<file path="src/rtl/psum_accum.sv">
// psum_accum: saturating partial-sum accumulator with ReLU and clip.
// Takes signed (8,5) products, sums one group into a signed (ACC_W,5)
// accumulator and emits the group result as an unsigned (8,7) activation.
// ACC_W must be at least 8 so the 0..63 window check below has bits to test.

`ifndef MULT_OUT_SIZE
`define MULT_OUT_SIZE 8
`endif
`ifndef IFDATA_SIZE
`define IFDATA_SIZE 8
`endif

module psum_accum #(
    parameter int unsigned ACC_W   = 12,
    parameter int unsigned MAX_LEN = 64
) (
    input  logic                      clk,
    input  logic                      rst_n,
    input  logic                      in_valid,
    output logic                      in_ready,
    input  logic [`MULT_OUT_SIZE-1:0] in_data,
    input  logic                      in_last,
    input  logic                      clr,
    output logic                      out_valid,
    input  logic                      out_ready,
    output logic [`IFDATA_SIZE-1:0]   out_data,
    output logic                      out_sat,
    output logic                      out_ovf
);

    localparam int unsigned IN_W  = `MULT_OUT_SIZE;
    localparam int unsigned OUT_W = `IFDATA_SIZE;
    localparam int unsigned SUM_W = ACC_W + 1;
    localparam int unsigned CNT_W = (MAX_LEN > 1) ? $clog2(MAX_LEN) : 1;

    localparam logic [ACC_W-1:0] ACC_MAX  = {1'b0, {(ACC_W-1){1'b1}}};
    localparam logic [ACC_W-1:0] ACC_MIN  = {1'b1, {(ACC_W-1){1'b0}}};
    localparam logic [CNT_W-1:0] CNT_LAST = CNT_W'(MAX_LEN - 1);

    typedef enum logic {
        S_ACC   = 1'b0,
        S_DRAIN = 1'b1
    } state_t;

    state_t             state;
    logic [ACC_W-1:0]   acc;
    logic [CNT_W-1:0]   cnt;
    logic               ovf;

    logic [SUM_W-1:0]   raw_c;
    logic [ACC_W-1:0]   sum_c;
    logic               clamp_c;
    logic               close_c;
    logic               neg_c;
    logic               big_c;
    logic [OUT_W-1:0]   conv_c;

    // Beats are only taken while accumulating and not being aborted.
    assign in_ready = (state == S_ACC) && !clr;

    // Saturating add of the sign-extended beat, plus group-close detection.
    always_comb begin
        raw_c   = {acc[ACC_W-1], acc}
                + {{(SUM_W-IN_W){in_data[IN_W-1]}}, in_data};
        clamp_c = raw_c[SUM_W-1] != raw_c[SUM_W-2];
        sum_c   = raw_c[ACC_W-1:0];
        if (clamp_c) begin
            sum_c = raw_c[SUM_W-1] ? ACC_MIN : ACC_MAX;
        end
        close_c = in_last || (cnt == CNT_LAST);
    end

    // Activation conversion: ReLU below zero, clip above 63, otherwise sum<<2.
    always_comb begin
        neg_c  = sum_c[ACC_W-1];
        big_c  = !neg_c && (|sum_c[ACC_W-2:6]);
        conv_c = OUT_W'({sum_c[5:0], 2'b00});
        if (neg_c) begin
            conv_c = '0;
        end else if (big_c) begin
            conv_c = '1;
        end
    end

    // Control FSM with accumulator, beat counter, sticky overflow and result registers.
    always_ff @(posedge clk or negedge rst_n) begin
        if (!rst_n) begin
            state     <= S_ACC;
            acc       <= '0;
            cnt       <= '0;
            ovf       <= 1'b0;
            out_valid <= 1'b0;
            out_data  <= '0;
            out_sat   <= 1'b0;
            out_ovf   <= 1'b0;
        end else begin
            case (state)
                S_ACC: begin
                    if (clr) begin
                        acc <= '0;
                        cnt <= '0;
                        ovf <= 1'b0;
                    end else if (in_valid) begin
                        if (close_c) begin
                            out_valid <= 1'b1;
                            out_data  <= conv_c;
                            out_sat   <= big_c;
                            out_ovf   <= ovf | clamp_c;
                            acc       <= '0;
                            cnt       <= '0;
                            ovf       <= 1'b0;
                            state     <= S_DRAIN;
                        end else begin
                            acc <= sum_c;
                            cnt <= cnt + CNT_W'(1);
                            ovf <= ovf | clamp_c;
                        end
                    end
                end
                S_DRAIN: begin
                    if (out_ready) begin
                        out_valid <= 1'b0;
                        state     <= S_ACC;
                    end
                end
                default: begin
                    state <= S_ACC;
                end
            endcase
        end
    end

endmodule

</file>
<file path="config.mk">
export PLATFORM = sky130hd
export DESIGN_NAME = psum_accum
export DESIGN_NICKNAME = d
export VERILOG_FILES = /design/src/rtl/psum_accum.sv
export SDC_FILE = /design/constraint.sdc
export NUM_CORES = 1
export LEC_CHECK = 0
export CAP_MARGIN = 10
export CORE_ASPECT_RATIO = 0.9
export CORE_MARGIN = 4
export CORE_UTILIZATION = 48
export CTS_BUF_LIST = sky130_fd_sc_hd__clkbuf_16
export DETAILED_ROUTE_END_ITERATION = 8
export GPL_TIMING_DRIVEN = 0
export PLACE_DENSITY_LB_ADDON = 0.05
export SKIP_LAST_GASP = 1
export SYNTH_ARGS = -nofsm -noshare
export SYNTH_HDL_FRONTEND = slang
export SYNTH_SLANG_ARGS = --single-unit
</file>
<file path="constraint.sdc">
create_clock -name clk -period 4.05 [get_ports clk]
set_clock_uncertainty 0.2 [all_clocks]
set_input_delay 0.81 -clock clk [delete_from_list [all_inputs] [get_ports clk]]
set_output_delay 0.81 -clock clk [all_outputs]
set_load 0.01 [all_outputs]
</file>
==> results of run 1 <==
-- through the flow --
| step | setup slack [ns] | area [sq um] |
|---|---|---|
| global route | 0.428 | 2500 |
| detailed placement | 0.402 | 2370 |
| floorplan | 1.10 | 2030 |
| global placement | 0.409 | 2340 |
| CTS | 0.648 | 2500 |
| finish | 0.619 | 2500 |
-- power by group --
group / total, mW / internal (mW) / switching (mW) / leakage, nW
clock: 0.334 / 0.219 / 0.115 / 0.0776
sequential: 0.379 / 0.341 / 0.0377 / 0.382
combinational: 0.500 / 0.223 / 0.277 / 0.640
total: 1.21 / 0.783 / 0.429 / 1.10
-- worst max-delay path: cells and delay by family --
family | cells | cell delay (ns)
buffers and inverters | 1 | 0.53
AND/OR/NAND/NOR | 2 | 0.28
XOR/XNOR | 1 | 0.62
adder cells (fa/ha/maj) | 1 | 0.45
AO/OA/AOI/OAI | 3 | 0.70
-- synth_stat cells (all sizes together), types with 2 or more instances --
master / n / share of area
a211o: 2 / 0.0086
a211oi: 2 / 0.0099
a21o: 5 / 0.018
a21oi: 16 / 0.039
a22o: 2 / 0.0086
a22oi: 2 / 0.0074
a31oi: 2 / 0.0092
and3: 4 / 0.015
buf: 3 / 0.011
clkbuf: 4 / 0.0074
dfrtp: 29 / 0.36
ha: 13 / 0.080
inv: 7 / 0.013
nand2: 25 / 0.046
nand2b: 3 / 0.0092
nand3: 2 / 0.0049
nand4: 8 / 0.025
nor2: 18 / 0.036
nor2b: 3 / 0.0092
nor4: 6 / 0.018
o211ai: 4 / 0.015
o21ai: 19 / 0.047
o22ai: 2 / 0.0092
o311ai: 7 / 0.030
or2: 2 / 0.0062
xnor2: 5 / 0.022
xor2: 8 / 0.038
-- worst min-delay path by stage --
stage / start / to / slack [ns] / cells past startpoint
after floorplan: acc[11] / acc[11] / 0.25 / 2
after global placement: out_valid / out_valid / 0.26 / 2
after detailed placement: out_valid / out_valid / 0.27 / 2
after CTS: out_valid / out_valid / 0.28 / 2
after global routing: acc[6] / acc[6] / 0.34 / 2
final: out_valid / out_valid / 0.28 / 2
-- layer usage --
layer	up-vias	routed length, um
li1	896	-
met4	0	82
met1	858	2300
met2	40	2380
met5	-	0
met3	8	177
-- layout by cell type (no fill, tap or decap), types with 7 or more instances in the layout --
| cell | instances |
|---|---|
| a21oi_1 | 16 |
| clkdlybuf4s50_1 | 25 |
| dfrtp_1 | 29 |
| ha_1 | 13 |
| inv_1 | 10 |
| nand2_1 | 25 |
| nand4_1 | 8 |
| nor2_1 | 16 |
| o21ai_0 | 17 |
| xor2_1 | 7 |
-- final cells by class --
class | count | area [sq um] | share of cell area
timing repair buffer | 26 | 278 | 0.111
multi-input combinational | 177 | 1240 | 0.496
sequential | 29 | 726 | 0.290
buffer | 7 | 37.5 | 0.0150
clock buffer | 5 | 125 | 0.0500
inverter | 7 | 26.3 | 0.0105
clock inverter | 3 | 11.3 | 0.00450
tap | 48 | 60.1 | 0.0240
-- sequential cells by signal, indices dropped and copies added, names as in the netlist --
signal / cells
ovf: 1
acc: 12
state: 1
out_data: 7
out_ovf: 1
out_valid: 1
cnt: 6
-- kinds of logic (layout without fill, tap and decap cells) --
| kind of cell | Yosys count | count (layout) | synth area share |
|---|---|---|---|
| compound gates | 73 | 73 | 0.268 |
| simple gates | 76 | 76 | 0.187 |
| fa+ha+maj | 14 | 14 | 0.0900 |
| buf+inv | 14 | 48 | 0.0314 |
| mux | 1 | 1 | 0.00678 |
| xor+xnor | 13 | 13 | 0.0598 |
| flops | 29 | 29 | 0.357 |
==> metrics.csv, run 1 <==
stage;metric;value;unit
clock_network;cts_root_buf;clkbuf_16;
clock_network;cts-buffers-inserted;5;
run;cap_violations;0;
logic_synthesis;async_flop_share;1.00;
clock_network;post-cts-setup-buffer-count;0;
critical_path;path_max_fanout;8;
logic_synthesis;synth.net_count;248;
timing;finalSetupViolCount;0;
detailed_routing;drt_pre_antenna_iters;4;
placed_design;dp.cells;294;
critical_path;start_kind;input port;
global_route;grtUsageMet2;0.313;
global_route;overflow;0;
detailed_routing;vias;1802;
logic_synthesis;synthDistinctLibCells;52;
status;outcome;finished, final reports clean;
layout;antennaDiodeCount;0;
layout;stdcell_count;302;
timing;whs;0.282;ns
clock_network;cts.sinks;29;
critical_path;setup.worst_path.start;in_data[7];
layout;finalNetCount;281;
global_route;busiest_layer;met2;
layout;nFillCells;363;
clock_network;post_cts_resized;0;
logic_synthesis;synth-seq-cells;29;
logic_synthesis;synth_area;2030;sq um
global_route;grt_pass1_wl;8220;um
placed_design;gp_congestion;0.864;
timing;rsz0062_at_grt;false;
die;ioPinCount;26;
clock_network;path_clk_slew;0.05;ns
critical_path;cp_slowest_cell;xor2_1;
power;power;1.21;mW
timing;fin_tns_setup;0;ns
timing;report.final.hold_viol_count;0;
logic_synthesis;yosysWarnings;0;
logic_synthesis;ys_seq_area_frac;0.357;
detailed_routing;ant_nets;0;
critical_path;crit_path_end_kind;flop;
critical_path;crit_arrival;3.41;ns
die;die_x;76.6;um
power;cellLeakagePower;1.10;nW
logic_synthesis;syn-mean-instance-area;9.23;sq um
global_route;grtUsageMet3;0.0416;
detailed_routing;vias_per_cell;5.97;
die;core;4070;sq um
critical_path;path_class;input port to flop;
placed_design;dp_hpwl;3540;um
timing;min_period;3.43;ns
global_route;use_met1;0.252;
clock_network;ctsHoldBuffers;0;
logic_synthesis;synth_ff_type;dfrtp_1;
die;dieArea;5340;sq um
die;die_y;69.7;um
detailed_routing;drt_wl_total;4950;um
layout;utilization;0.615;
global_route;grt_pass1_vias;1683;
hold_path;hold_class;flop to flop;
timing;slew_headroom;0.482;
critical_path;path_cells;clkdlybuf4s50_1 -> ha_1 -> a211o_1 -> nor3_1 -> a21oi_1 -> xor2_1 -> nand2_1 -> o211ai_1;
power;irDropWorstVdd;0.000303;V
timing;tightestPinTransition;0.775;ns
critical_path;crit_required;4.03;ns
detailed_routing;drt_iter0_markers;100;
critical_path;rr_startpoint;acc[0];
critical_path;r2r_end;out_data[1];
critical_path;cpPeakStageDelay;0.62;ns
global_route;gr-usage-all-layers;0.192;
layout;layout-drive-gt1-share;0.0866;
global_route;antenna_found_initial;0;
detailed_routing;drc;0;
timing;fin_crit_sh;0.847;
clock_network;cts_tree;built;
critical_path;crit_end;acc[10];
logic_synthesis;postSynthCellCount;220;
clock_network;htree_levels;2;
die;std_cell_rows;22;
power;power.density;484;nW/um^2
critical_path;r2r_cells;8;
critical_path;r2r_setup_slack;1.27;ns
logic_synthesis;synth_edf_count;0;
layout;area_delta_synth_final;23.4;%
timing;clock.fmax;291;MHz
clock_network;clk_path_buf_depth;2;
placed_design;portBuffers;25;
die;initial_core_util;0.498;
clock_network;clk_latency;0.27;ns
detailed_routing;wl_per_cell;16.4;um
timing;report.final.slew_viol_count;0;
global_route;grt_max_degree;21;
Note: power is estimated with default switching activity, not from simulation.
==> run 2, diff against run 1 <==
clock period = 2.95 ns   (was 4.05 ns; I/O delays follow)
==> run 2 against run 1 <==
  * Critical path depth is 1 higher
  * Via count up 5.6%
  * Utilization grew 7.6 points
  * Worst hold slack about the same
  * Sequential cell count did not move
  * Critical endpoint is now out_data[1]
==> metrics.csv, run 2 (same netlist as run 1, synthesis figures left out) <==
stage;metric;value;unit;change
critical_path;path_cells;dlygate4sd2_1 -> ha_2 -> a211o_1 -> nor3_1 -> a21oi_2 -> xor2_2 -> buf_12 -> o41ai_2 -> nand2_1;;
die;core;4070;sq um;unchanged
critical_path;cp_top_family;compound AO/OA/AOI/OAI gates;;
global_route;busiest_layer;met2;;
placed_design;dp.cells;294;;unchanged
power;power.density;658;nW/um^2;+36%
placed_design;portBuffers;25;;unchanged
critical_path;path_class;input port to flop;;
detailed_routing;drc;0;;unchanged
timing;whs;0.282;ns;+0.000331 ns
layout;multiInputGateArea;1400;sq um;+13%
layout;final_cell_mix;dfrtp_1, nand2_1, clkdlybuf4s50_1;;
timing;finalSetupViolCount;0;;unchanged
layout;layout-drive-gt1-share;0.216;;+0.129
timing;report.final.slew_viol_count;0;;unchanged
clock_network;path_clk_slew;0.05;ns;about the same
detailed_routing;drt_wl_total;5430;um;+9.8%
die;std_cell_rows;22;;unchanged
critical_path;worst-path-buf-inv;2;;+1
timing;min_period;2.86;ns;
global_route;grt_pass1_vias;1744;;+3.6%
critical_path;start_kind;input port;;
layout;layout_commonest_cell;dfrtp_1;;
hold_path;hold_class;flop to flop;;
clock_network;cts_tree;built;;
power;cellLeakagePower;1.23;nW;+12%
run;cap_violations;0;;unchanged
layout;area_delta_synth_final;38.6;%;
power;irDropWorstVdd;0.000429;V;+42%
layout;largest_reg_flops;12;;unchanged
layout;top_regs;acc x12, out_data x7, cnt x6;;
detailed_routing;vias;1903;;+5.6%
die;die_y;69.7;um;unchanged
power;power;1.85;mW;+53%
die;die_x;76.6;um;unchanged
timing;slew_headroom;0.637;;+0.155
clock_network;htree_levels;2;;unchanged
detailed_routing;vias_per_cell;6.00;;+0.61%
timing;report.final.hold_viol_count;0;;unchanged
global_route;overflow;0;;unchanged
die;initial_core_util;0.498;;unchanged
critical_path;crit_required;2.89;ns;-1.14 ns
die;ioPinCount;26;;unchanged
clock_network;ctsHoldBuffers;0;;unchanged
detailed_routing;drt_iter0_markers;129;;+29%
clock_network;cts.sinks;29;;unchanged
timing;fin_crit_sh;0.970;;
die;dieArea;5340;sq um;unchanged
layout;stdcell_area;2820;sq um;+12%
placed_design;dp_hpwl;3540;um;unchanged
clock_network;clk_latency;0.27;ns;about the same
placed_design;place_area;2370;sq um;unchanged
layout;antennaDiodeCount;0;;unchanged
layout;regArea;726;sq um;unchanged
clock_network;clk_path_buf_depth;2;;unchanged
layout;top_register;acc;;
global_route;grt_pass1_wl;8540;um;+3.9%
detailed_routing;drt_pre_antenna_iters;4;;unchanged
placed_design;gp_congestion;0.864;;unchanged
global_route;use_met1;0.257;;+0.00448
layout;finalNetCount;296;;+5.3%
critical_path;crit_path_end_kind;flop;;
critical_path;path_max_fanout;8;;unchanged
clock_network;cts-buffers-inserted;5;;unchanged
clock_network;cts_root_buf;clkbuf_16;;
detailed_routing;ant_nets;0;;unchanged
global_route;gr-usage-all-layers;0.200;;+0.00729
timing;clock.fmax;350;MHz;
critical_path;cpPeakStageDelay;0.38;ns;-0.24 ns
global_route;grtUsageMet3;0.0403;;-0.00130
detailed_routing;wl_per_cell;17.1;um;+4.6%
global_route;antenna_found_initial;0;;unchanged
global_route;grtUsageMet2;0.332;;+0.0185
global_route;grt_max_degree;21;;unchanged
status;outcome;finished, final reports clean;;
timing;tightestPinTransition;0.543;ns;-0.232 ns
critical_path;crit_arrival;2.80;ns;-0.61 ns
layout;stdcell_count;317;;+5.0%
critical_path;cp_slowest_cell;ha_2;;
layout;nFillCells;324;;-11%
[run 2: report_power, final]
part	internal, mW	total [mW]	switching, mW
Combinational	0.425	0.870	0.445
Sequential	0.468	0.525	0.0573
Clock	0.301	0.457	0.155
Total	1.19	1.85	0.658
[run 2: worst register-to-register path, stage by stage (launching register included)]
cell     delay (ns)
dfrtp_1        0.40
ha_4           0.18
fa_2           0.39
a21o_1         0.20
buf_4          0.14
buf_4          0.13
a22oi_2        0.13
a21oi_2        0.10
xor2_2         0.21
buf_12         0.16
o41ai_2        0.32
nand2_1        0.10
[run 2: layout make-up]
type | instances | share of cell area
inverters | 7 | 0.00933
flip-flops and latches | 29 | 0.258
repair buffers | 41 | 0.152
multi-input cells | 177 | 0.498
plain buffers | 7 | 0.0133
clock inverters | 3 | 0.00400
well taps | 48 | 0.0213
clock buffers | 5 | 0.0444
[run 2: per-layer routing]
layer  wire, um  up-vias
met4         67        0
met1       2390      924
li1           -      924
met5          0        -
met3        215        6
met2       2760       49
[run 2: stage by stage]
stage	util	worst slack [ns]	TNS, ns
global placement	0.575	-0.471	-8.35
global route	0.691	-0.0374	-0.0374
CTS	0.645	0.00988	0
floorplan	-	0.221	0
finish	0.691	0.0892	0
detailed placement	0.581	-0.478	-8.30
[run 2: repair_timing]
| item | CTS | global route |
|---|---|---|
| buffers inserted | 6 | 9 |
| setup endpoints to repair | 18 | 16 |
| pin swaps | 7 | 17 |
| resized for setup | 15 | 22 |
| gates cloned | 0 | 0 |
[run 2: path summary, 6_finish.rpt]
check	from	endpoint	slack [ns]	depth (start not counted)
setup reg to reg	acc[0]	out_data[1]	0.17	11
setup / recovery	in_data[7]	out_data[1]	0.09	9
hold / removal	out_valid	out_valid	0.28	2
max in group asynchronous	rst_n	cnt[5]	1.59	2
min in group asynchronous	rst_n	out_data[3]	0.48	1
hold reg to reg	out_valid	out_valid	0.28	2
